--- src/rtl/wb_arbiter.sv ---
// wb_arbiter: writeback arbiter for the register file's single write port.
// Merges single-cycle pipeline results with buffered mul/div results.
// Pipeline has priority; a starvation counter forces a FIFO drain by
// stalling the pipeline for one cycle.
//
// Optional feature macro: WB_LOAD_ALIGN_EN (load byte/half extraction and
// sign/zero extension on pipeline load results).
//
// Ports:
//   clk, rst_n             clock, asynchronous active-low reset
//   WB_pipe_*              pipeline writeback request and load attributes
//   WB_stall_pipe          combinational: pipeline request not accepted
//   MD_valid/addr/data     mul/div result offer
//   MD_ready               combinational: FIFO not full
//   REG_write_1            registered register-file write enable
//   REG_address_wr         registered register-file write address
//   REG_data_wb_in1        registered register-file write data
module wb_arbiter #(
    parameter int unsigned MD_FIFO_DEPTH = 4,
    parameter int unsigned STARVE_LIMIT  = 8
) (
    input  logic        clk,
    input  logic        rst_n,
    input  logic        WB_pipe_valid,
    input  logic [4:0]  WB_pipe_addr,
    input  logic [31:0] WB_pipe_data,
    input  logic        WB_pipe_is_load,
    input  logic [1:0]  WB_pipe_ld_size,
    input  logic        WB_pipe_ld_unsigned,
    input  logic [1:0]  WB_pipe_byte_off,
    output logic        WB_stall_pipe,
    input  logic        MD_valid,
    input  logic [4:0]  MD_addr,
    input  logic [31:0] MD_data,
    output logic        MD_ready,
    output logic        REG_write_1,
    output logic [4:0]  REG_address_wr,
    output logic [31:0] REG_data_wb_in1
);

    localparam int unsigned AW = $clog2(MD_FIFO_DEPTH);
    localparam int unsigned PW = AW + 1;
    localparam int unsigned CW = $clog2(STARVE_LIMIT + 1);
    localparam int unsigned EW = 37;

    logic [EW-1:0] r_fifo [MD_FIFO_DEPTH];
    logic [PW-1:0] r_wr_ptr;
    logic [PW-1:0] r_rd_ptr;
    logic [CW-1:0] r_starve;
    logic          r_we;
    logic [4:0]    r_addr;
    logic [31:0]   r_data;

    logic          w_empty;
    logic          w_full;
    logic          w_push;
    logic          w_force;
    logic          w_grant_md;
    logic          w_grant_pipe;
    logic [4:0]    w_head_addr;
    logic [31:0]   w_head_data;
    logic [31:0]   w_pipe_data;

    // FIFO status: pointers carry one wrap bit beyond the index
    assign w_empty = (r_wr_ptr == r_rd_ptr);
    assign w_full  = (r_wr_ptr[AW-1:0] == r_rd_ptr[AW-1:0]) &&
                     (r_wr_ptr[AW] != r_rd_ptr[AW]);
    assign w_push  = MD_valid && !w_full;
    assign {w_head_addr, w_head_data} = r_fifo[r_rd_ptr[AW-1:0]];

    // Grant: a saturated starvation counter beats the pipeline
    assign w_force      = (r_starve == CW'(STARVE_LIMIT)) && !w_empty;
    assign w_grant_pipe = WB_pipe_valid && !w_force;
    assign w_grant_md   = w_force || (!WB_pipe_valid && !w_empty);

    assign WB_stall_pipe = w_force && WB_pipe_valid;
    assign MD_ready      = !w_full;

`ifdef WB_LOAD_ALIGN_EN
    logic [31:0] w_shifted;
    logic        w_sign;

    // Load alignment: shift the addressed lane down, then extend
    always_comb begin
        w_shifted   = WB_pipe_data;
        w_sign      = 1'b0;
        w_pipe_data = WB_pipe_data;
        if (WB_pipe_is_load) begin
            case (WB_pipe_ld_size)
                2'b00: begin
                    w_shifted   = WB_pipe_data >> {WB_pipe_byte_off, 3'b000};
                    w_sign      = !WB_pipe_ld_unsigned && w_shifted[7];
                    w_pipe_data = {{24{w_sign}}, w_shifted[7:0]};
                end
                2'b01: begin
                    w_shifted   = WB_pipe_data >> {WB_pipe_byte_off[1], 4'b0000};
                    w_sign      = !WB_pipe_ld_unsigned && w_shifted[15];
                    w_pipe_data = {{16{w_sign}}, w_shifted[15:0]};
                end
                default: w_pipe_data = WB_pipe_data;
            endcase
        end
    end
`else
    logic w_unused_load;

    // Load attributes have no effect in this build
    assign w_unused_load = WB_pipe_is_load ^ ^WB_pipe_ld_size ^
                           WB_pipe_ld_unsigned ^ ^WB_pipe_byte_off;
    assign w_pipe_data   = WB_pipe_data;
`endif

    // FIFO storage needs no reset; pointers define validity
    always_ff @(posedge clk) begin
        if (w_push) begin
            r_fifo[r_wr_ptr[AW-1:0]] <= {MD_addr, MD_data};
        end
    end

    // FIFO pointers
    always_ff @(posedge clk or negedge rst_n) begin
        if (!rst_n) begin
            r_wr_ptr <= '0;
            r_rd_ptr <= '0;
        end else begin
            if (w_push) begin
                r_wr_ptr <= r_wr_ptr + PW'(1);
            end
            if (w_grant_md) begin
                r_rd_ptr <= r_rd_ptr + PW'(1);
            end
        end
    end

    // Starvation counter: counts cycles a waiting head is passed over
    always_ff @(posedge clk or negedge rst_n) begin
        if (!rst_n) begin
            r_starve <= '0;
        end else if (w_grant_md) begin
            r_starve <= '0;
        end else if (!w_empty && (r_starve != CW'(STARVE_LIMIT))) begin
            r_starve <= r_starve + CW'(1);
        end
    end

    // Write-port register; address 0 is consumed without writing
    always_ff @(posedge clk or negedge rst_n) begin
        if (!rst_n) begin
            r_we   <= 1'b0;
            r_addr <= '0;
            r_data <= '0;
        end else begin
            r_we <= 1'b0;
            if (w_grant_pipe) begin
                r_we   <= (WB_pipe_addr != 5'd0);
                r_addr <= WB_pipe_addr;
                r_data <= w_pipe_data;
            end else if (w_grant_md) begin
                r_we   <= (w_head_addr != 5'd0);
                r_addr <= w_head_addr;
                r_data <= w_head_data;
            end
        end
    end

    assign REG_write_1     = r_we;
    assign REG_address_wr  = r_addr;
    assign REG_data_wb_in1 = r_data;

endmodule
--- config.mk ---
export PLATFORM = sky130hd
export DESIGN_NAME = wb_arbiter
export DESIGN_NICKNAME = d
export VERILOG_FILES = /design/src/rtl/wb_arbiter.sv
export SDC_FILE = /design/constraint.sdc
export NUM_CORES = 1
export LEC_CHECK = 0
export CELL_PAD_IN_SITES_DETAIL_PLACEMENT = 0
export CELL_PAD_IN_SITES_GLOBAL_PLACEMENT = 2
export CORE_MARGIN = 2
export CORE_UTILIZATION = 35
export CTS_CLUSTER_SIZE = 14
export DETAILED_ROUTE_END_ITERATION = 8
export GPL_TIMING_DRIVEN = 0
export PLACE_DENSITY_LB_ADDON = 0.1
export SLEW_MARGIN = 20
export SYNTH_ARGS = -nofsm -noshare
export SYNTH_HDL_FRONTEND = slang
export SYNTH_SLANG_ARGS = --single-unit
--- constraint.sdc ---
create_clock -name clk -period 4.23 [get_ports clk]
set_input_delay 0.846 -clock clk [delete_from_list [all_inputs] [get_ports clk]]
set_output_delay 0.846 -clock clk [all_outputs]
set_load 0.005 [all_outputs]
* After elaboration in Yosys (flattened, before gate mapping) *
Memories as Yosys holds them, arrays and structs flattened.
Cells that the tools add are included.

word-level totals
  logic and storage cells = 41
  bits in registers = 48
  output and inout port bits = 40
  bits in writable memories = 148
  memories = 1
  bits of input ports = 84

cells by class
  add/sub/neg operators = 3
  eq/ne operators = 5
  reductions and logical operators = 16
  muxes and demuxes = 10

memories
  name    words  bits a word  rd ports  clocked after Yosys merged registers in  write ports  RTL line  source
  r_fifo  4      37           1         0                                        1            46        logic [EW-1:0] r_fifo [MD_FIFO_DEPTH];

operators by type and width
  cell                                         number
  2-to-1 mux 32 bit                            2
  2-to-1 mux 5 bit                             2
  nonzero test 5 bit                           2
  2-to-1 mux 4 bit                             2
  logical AND 1 bit                            7
  adder 3 x 1 -> 3 bit, second input constant  2
  adder 4 x 1 -> 4 bit, second input constant  1
  == test 4 bit, second input constant         1
  logical NOT 1 bit                            4
  2-to-1 mux 1 bit                             4
  != test 4 bit, second input constant         1
  nonzero test 2 bit                           2
  == test 3 bit                                1
  == test 2 bit                                1
  logical OR 1 bit                             1
  != test 1 bit                                1

* Logic depth before layout (Yosys ltp) *
Gate-level depths: netlist (run 1).

  word-level depth = 6
  mapped depth = 8
  gate-level depth less buffers = 6

* Least setup slack after synthesis (run 1) *
OpenSTA, ideal clock, no wires.

  path kind = reg-to-reg
  start point = register r_rd_ptr[1]
  end point = memory r_fifo[3][0] (enable)
  setup slack = 1.593 ns
  buffers on the path = 1
  stages on the path, launching flop included = 5
  data required time = 3.831 ns
  data arrival time = 2.238 ns
  clock period less this slack = 2.637 ns
  cells stage by stage = dfrtp_1 -> xor2_1 -> clkbuf_1 -> o31a_1 -> and2_1

on the way
  cells in the longest elaborated chain, start to end = 6

ends and longest elaborated chain
  item                                    RTL line  source
  start, declared                         48        logic [PW-1:0] r_rd_ptr;
  start signal, assigned                  130       r_rd_ptr <= r_rd_ptr + PW'(1);
  == test 2 bit                           66        assign w_full = (r_wr_ptr[AW-1:0] == r_rd_ptr[AW-1:0]) &&
  logical AND 1 bit                       66
  logical NOT 1 bit                       68        assign w_push = MD_valid && !w_full;
  logical AND 1 bit                       68
  2-to-1 mux 1 bit                        115       if (w_push) begin
  2-to-1 mux 1 bit (not written as such)  116       r_fifo[r_wr_ptr[AW-1:0]] <= {MD_addr, MD_data};
  end, declared                           46

No other way between the ends.

* Worst setup path after layout (run 1) *
  start point = register r_wr_ptr[0]
  end point = output port MD_ready

on the way
  cells in the longest elaborated chain, start to end = 3

ends and longest elaborated chain
  item                    RTL line  source
  start, declared         47        logic [PW-1:0] r_wr_ptr;
  start signal, assigned  127       r_wr_ptr <= r_wr_ptr + PW'(1);
  == test 2 bit           66
  logical AND 1 bit       66
  logical NOT 1 bit       77        assign MD_ready = !w_full;
  end, declared           35        output logic MD_ready,

No other way between the ends.

==> metrics.md, run 1 <==
| Metric | Value |
|---|---|
| Synth Warn # | `0` |
| Area grow syn2layout | `27.3%` |
| Post_cts resized | `0` |
| GP Congestion | `0.730` |
| Post-layout min period | `3.45 ns` |
| Sequential share of power | `36.9%` |
| Buffers & Inverters on Critical Path | `2` |
| DR DRC count | `0` |
| Switch share | `35.1%` |
| Measured slew at the worst slew-check pin | `0.752 ns` |
| Antenna-violating nets left | `0` |
| Initial antenna violation count | `0` |
| Nets | `666` |
| Layout Skew | `0.0113 ns` |
| Synth Net Count | `527` |
| Final hold vios | `0` |
| Max Clk Rate | `290 MHz` |
| DR iter-0 viols | `304` |
| Fin crit share | `81.6%` |
| Layout cells sized above 1 | `21.4%` |
| Row cnt | `55` |
| TritonCTS clock tree | `built` |
| Post-Syn Instances | `436` |
| Mean Syn Cell Area | `18.6 um^2` |
| Main combinational cell family by area after synthesis | `compound AO/OA/AOI/OAI gates` |
| Num ports | `124` |
| Xor and xnor area share after synthesis | `0.865%` |
| Post-CTS setup buffer count | `0` |
| Mux contribution to synthesized area | `10.6%` |
| Clock Root Buffer | `clkbuf_16` |
| DIE AREA | `24400 um^2` |
| HPWL after detailed placement | `13700 um` |
| Post-Synth Simple-Gate Area | `1.51%` |
| P_sw | `0.00274 W` |
| Clock Sinks | `196` |
| Clock Path Buffers | `2` |
| CP Max Fanout | `10` |
| Global-route wire length before repair | `31700 um` |
| # Max-Cap Violations | `0` |
| Clk pin slew, worst setup/hold paths | `0.08 ns` |
| Die W | `156 um` |
| Crit end category | `output pin` |
| Crit. path cell count | `4` |
| Cell-internal power | `0.00506 W` |
| Status | `completed` |
| Placeable Area | `22700 um^2` |
| Final worst setup slack | `0.776 ns` |
| Final setup violating endpoints | `0` |
| Initial core utilization | `35.7%` |
| Port Buffers | `116` |
| Hold_buf cts | `0` |
| Drt pass-1 iters | `5` |
| Worst-Skew Late Latency | `0.44 ns` |
| Crit Path Class | `flop to output pin` |
| CP Cell Sequence | `xor2_1 -> clkbuf_1 -> or3_1 -> clkdlybuf4s50_1` |
| Number of buffers created by CTS | `17` |
| H-tree Lvls | `4` |
| Routed wire length | `20800 um` |
| Peak supply drop | `0.283 mV` |
| R2R cell count | `5` |
| Post-Syn Area | `8100 um^2` |
| Vias in the first global route | `5119` |
| Vias per inst | `5.52` |
| Fill cells | `1981` |
| Nature of the critical path startpoint | `flop` |
| Clock Power Share | `21.1%` |
| Final setup TNS | `0 ns` |
| Total grt overflow | `0` |
| Crit path max-delay family | `buffers and inverters` |
| Pin count of the biggest net entering global routing | `39` |
| Synth Area in Adders | `1.08%` |
| Diode count | `0` |
| Final Max Tran Viols | `0` |
| Die height | `156 um` |
| Required time of the worst setup path | `3.38 ns` |
| Slowest-stage cell, CP | `clkbuf_1` |
| PwrDens | `756 nW/um^2` |
| Combinational Power Share | `42.0%` |
| RSZ-0062 raised after global routing | `no` |
| Gr usage total | `17.9%` |
| Crit-path max cell delay | `0.57 ns` |
| Pre-CTS setup slack | `0.986 ns` |
| Drt wl/cell | `23.8 um` |
| Complex-gate fraction of the synthesized area | `14.1%` |
| Max-slew headroom | `49.9%` |
| Number of synthesized register bits | `196` |
| Vias | `4822` |
| Arrival time at the worst endpoint | `2.61 ns` |
| Worst Hold Class | `input pin to asynchronous set/reset pin` |
| Post-synthesis sequential area ratio | `69.7%` |
| Pleak | `3.54 nW` |
| Unique masters post-synth | `33` |
## registers in the layout (all words and copies together), names as in the netlist
register,count
r_fifo,148
REG_data_wb_in1,32
REG_address_wr,5
r_starve,4
r_rd_ptr,3
r_wr_ptr,3
REG_write_1,1
## synth_stat cells
master,instances,area [um^2]
edfxtp_1,148,4440
dfrtp_1,48,1200
o31a_1,38,333
a211o_1,37,324
mux4_2,37,833
o221a_2,36,405
clkbuf_1,25,93.8
buf_2,8,40.0
ha_1,7,87.6
inv_1,5,18.8
xor2_1,5,43.8
and2_1,4,25.0
o21ai_0,4,20.0
nand2_1,3,11.3
nor2_1,3,11.3
nor2b_1,3,18.8
or3_1,3,18.8
xnor2_1,3,26.3
a22o_1,2,17.5
buf_1,2,7.51
mux2_2,2,22.5
o311ai_1,2,17.5
a21oi_1,1,5.00
and3_1,1,6.26
buf_4,1,7.51
buf_6,1,11.3
nand3_1,1,5.00
nand3b_1,1,7.51
nand4_1,1,6.26
nor3_1,1,5.00
o21ai_1,1,5.00
o221a_1,1,11.3
or4_1,1,7.51
## cells by family after synthesis
group                      count (synthesis)
adders and majority gates                  7
DFF                                      196
AOI/OAI and AO/OA                        122
muxes                                     39
xor gates and xnor gates                   8
and+or+nand+nor                           22
buffers and inverters                     42
## through the flow
| step | std cells | util, % | hold WS (ns) | area [um^2] | total power [W] |
|---|---|---|---|---|---|
| after floorplan | 436 | - | 0.498 | 8100 | 0.00487 |
| after global placement | 837 | 42.3 | 0.512 | 9620 | 0.00614 |
| after detailed placement | 841 | 42.7 | 0.531 | 9710 | 0.00623 |
| after CTS | 873 | 45.4 | 0.249 | 10300 | 0.00788 |
| after global routing | 873 | 45.4 | 0.262 | 10300 | 0.00822 |
| final | 873 | 45.4 | 0.265 | 10300 | 0.00780 |
## per-layer routing
layer,track usage [%],up-vias,part of all wire (%)
met1,23.9,2538,44
met4,5.02,0,1.0
met5,0,-,0
met3,3.19,16,3.8
met2,30.2,134,51
li1,-,2134,-
## layout by cell type (no fill, tap or decap), drive strengths merged, types with 5 or more instances in the layout
cell type / n
o21ai: 5
inv: 14
buf: 17
ha: 7
dfrtp: 48
clkbuf: 43
a211o: 37
mux4: 37
xor2: 5
o31a: 38
clkdlybuf4s50: 115
edfxtp: 148
o221a: 37
## power by group through the flow
stage               sequential (W)  clock, W  combinational, W
floorplan                  0.00288         0           0.00199
global placement           0.00292         0           0.00322
detailed placement         0.00292         0           0.00331
CTS                        0.00288   0.00168           0.00332
global route               0.00293   0.00175           0.00353
finish                     0.00288   0.00164           0.00327
## final cells by class
cell class / count / area (um^2) / area share, %
Sequential cell: 196 / 5650 / 54.8
Multi-Input combinational cell: 198 / 2280 / 22.1
Timing Repair Buffer: 120 / 1250 / 12.1
Clock buffer: 18 / 439 / 4.26
Tap cell: 285 / 357 / 3.46
Clock inverter: 14 / 163 / 1.58
Buffer: 37 / 160 / 1.55
Inverter: 5 / 18.8 / 0.182
## worst paths after layout
path / from / end / slack (ns)
max in group asynchronous: rst_n / REG_address_wr[3]$_DFFE_PN0P_ / 3.47
hold / removal: rst_n / REG_data_wb_in1[13]$_DFFE_PN0P_ / 0.26
setup reg to reg: r_rd_ptr[1]$_DFFE_PN0P_ / r_fifo[2][35]$_DFFE_PP_ / 1.33
hold reg to reg: r_rd_ptr[2]$_DFFE_PN0P_ / r_rd_ptr[2]$_DFFE_PN0P_ / 0.54
setup / recovery: r_wr_ptr[0]$_DFFE_PN0P_ / MD_ready / 0.78
min in group clk: r_rd_ptr[2]$_DFFE_PN0P_ / r_rd_ptr[2]$_DFFE_PN0P_ / 0.54
## worst reg2reg max path: stages (launching register included)
cell,delay (ns)
dfrtp_1,0.42
xor2_1,0.46
clkbuf_1,0.53
o31a_1,0.36
and2_2,0.56
buf_12,0.26
(Power assumes the default switching activity.)
==> inputs of run 2 (changes only) <==
clock period = 3.6 ns   (was 4.23 ns; I/O delays follow)
==> results of run 2 <==
The final DEF is identical to that of run 1. Status: completed.
Main changes from that run: setup slack after placement 0.986 ns -> 0.608 ns; setup slack after layout 0.776 ns -> 0.272 ns; hold slack 0.265 ns -> 0.139 ns; register-to-register setup slack 1.33 ns -> 0.70 ns; total power 0.00780 W -> 0.00916 W; worst IR drop on VDD 0.283 mV -> 0.332 mV
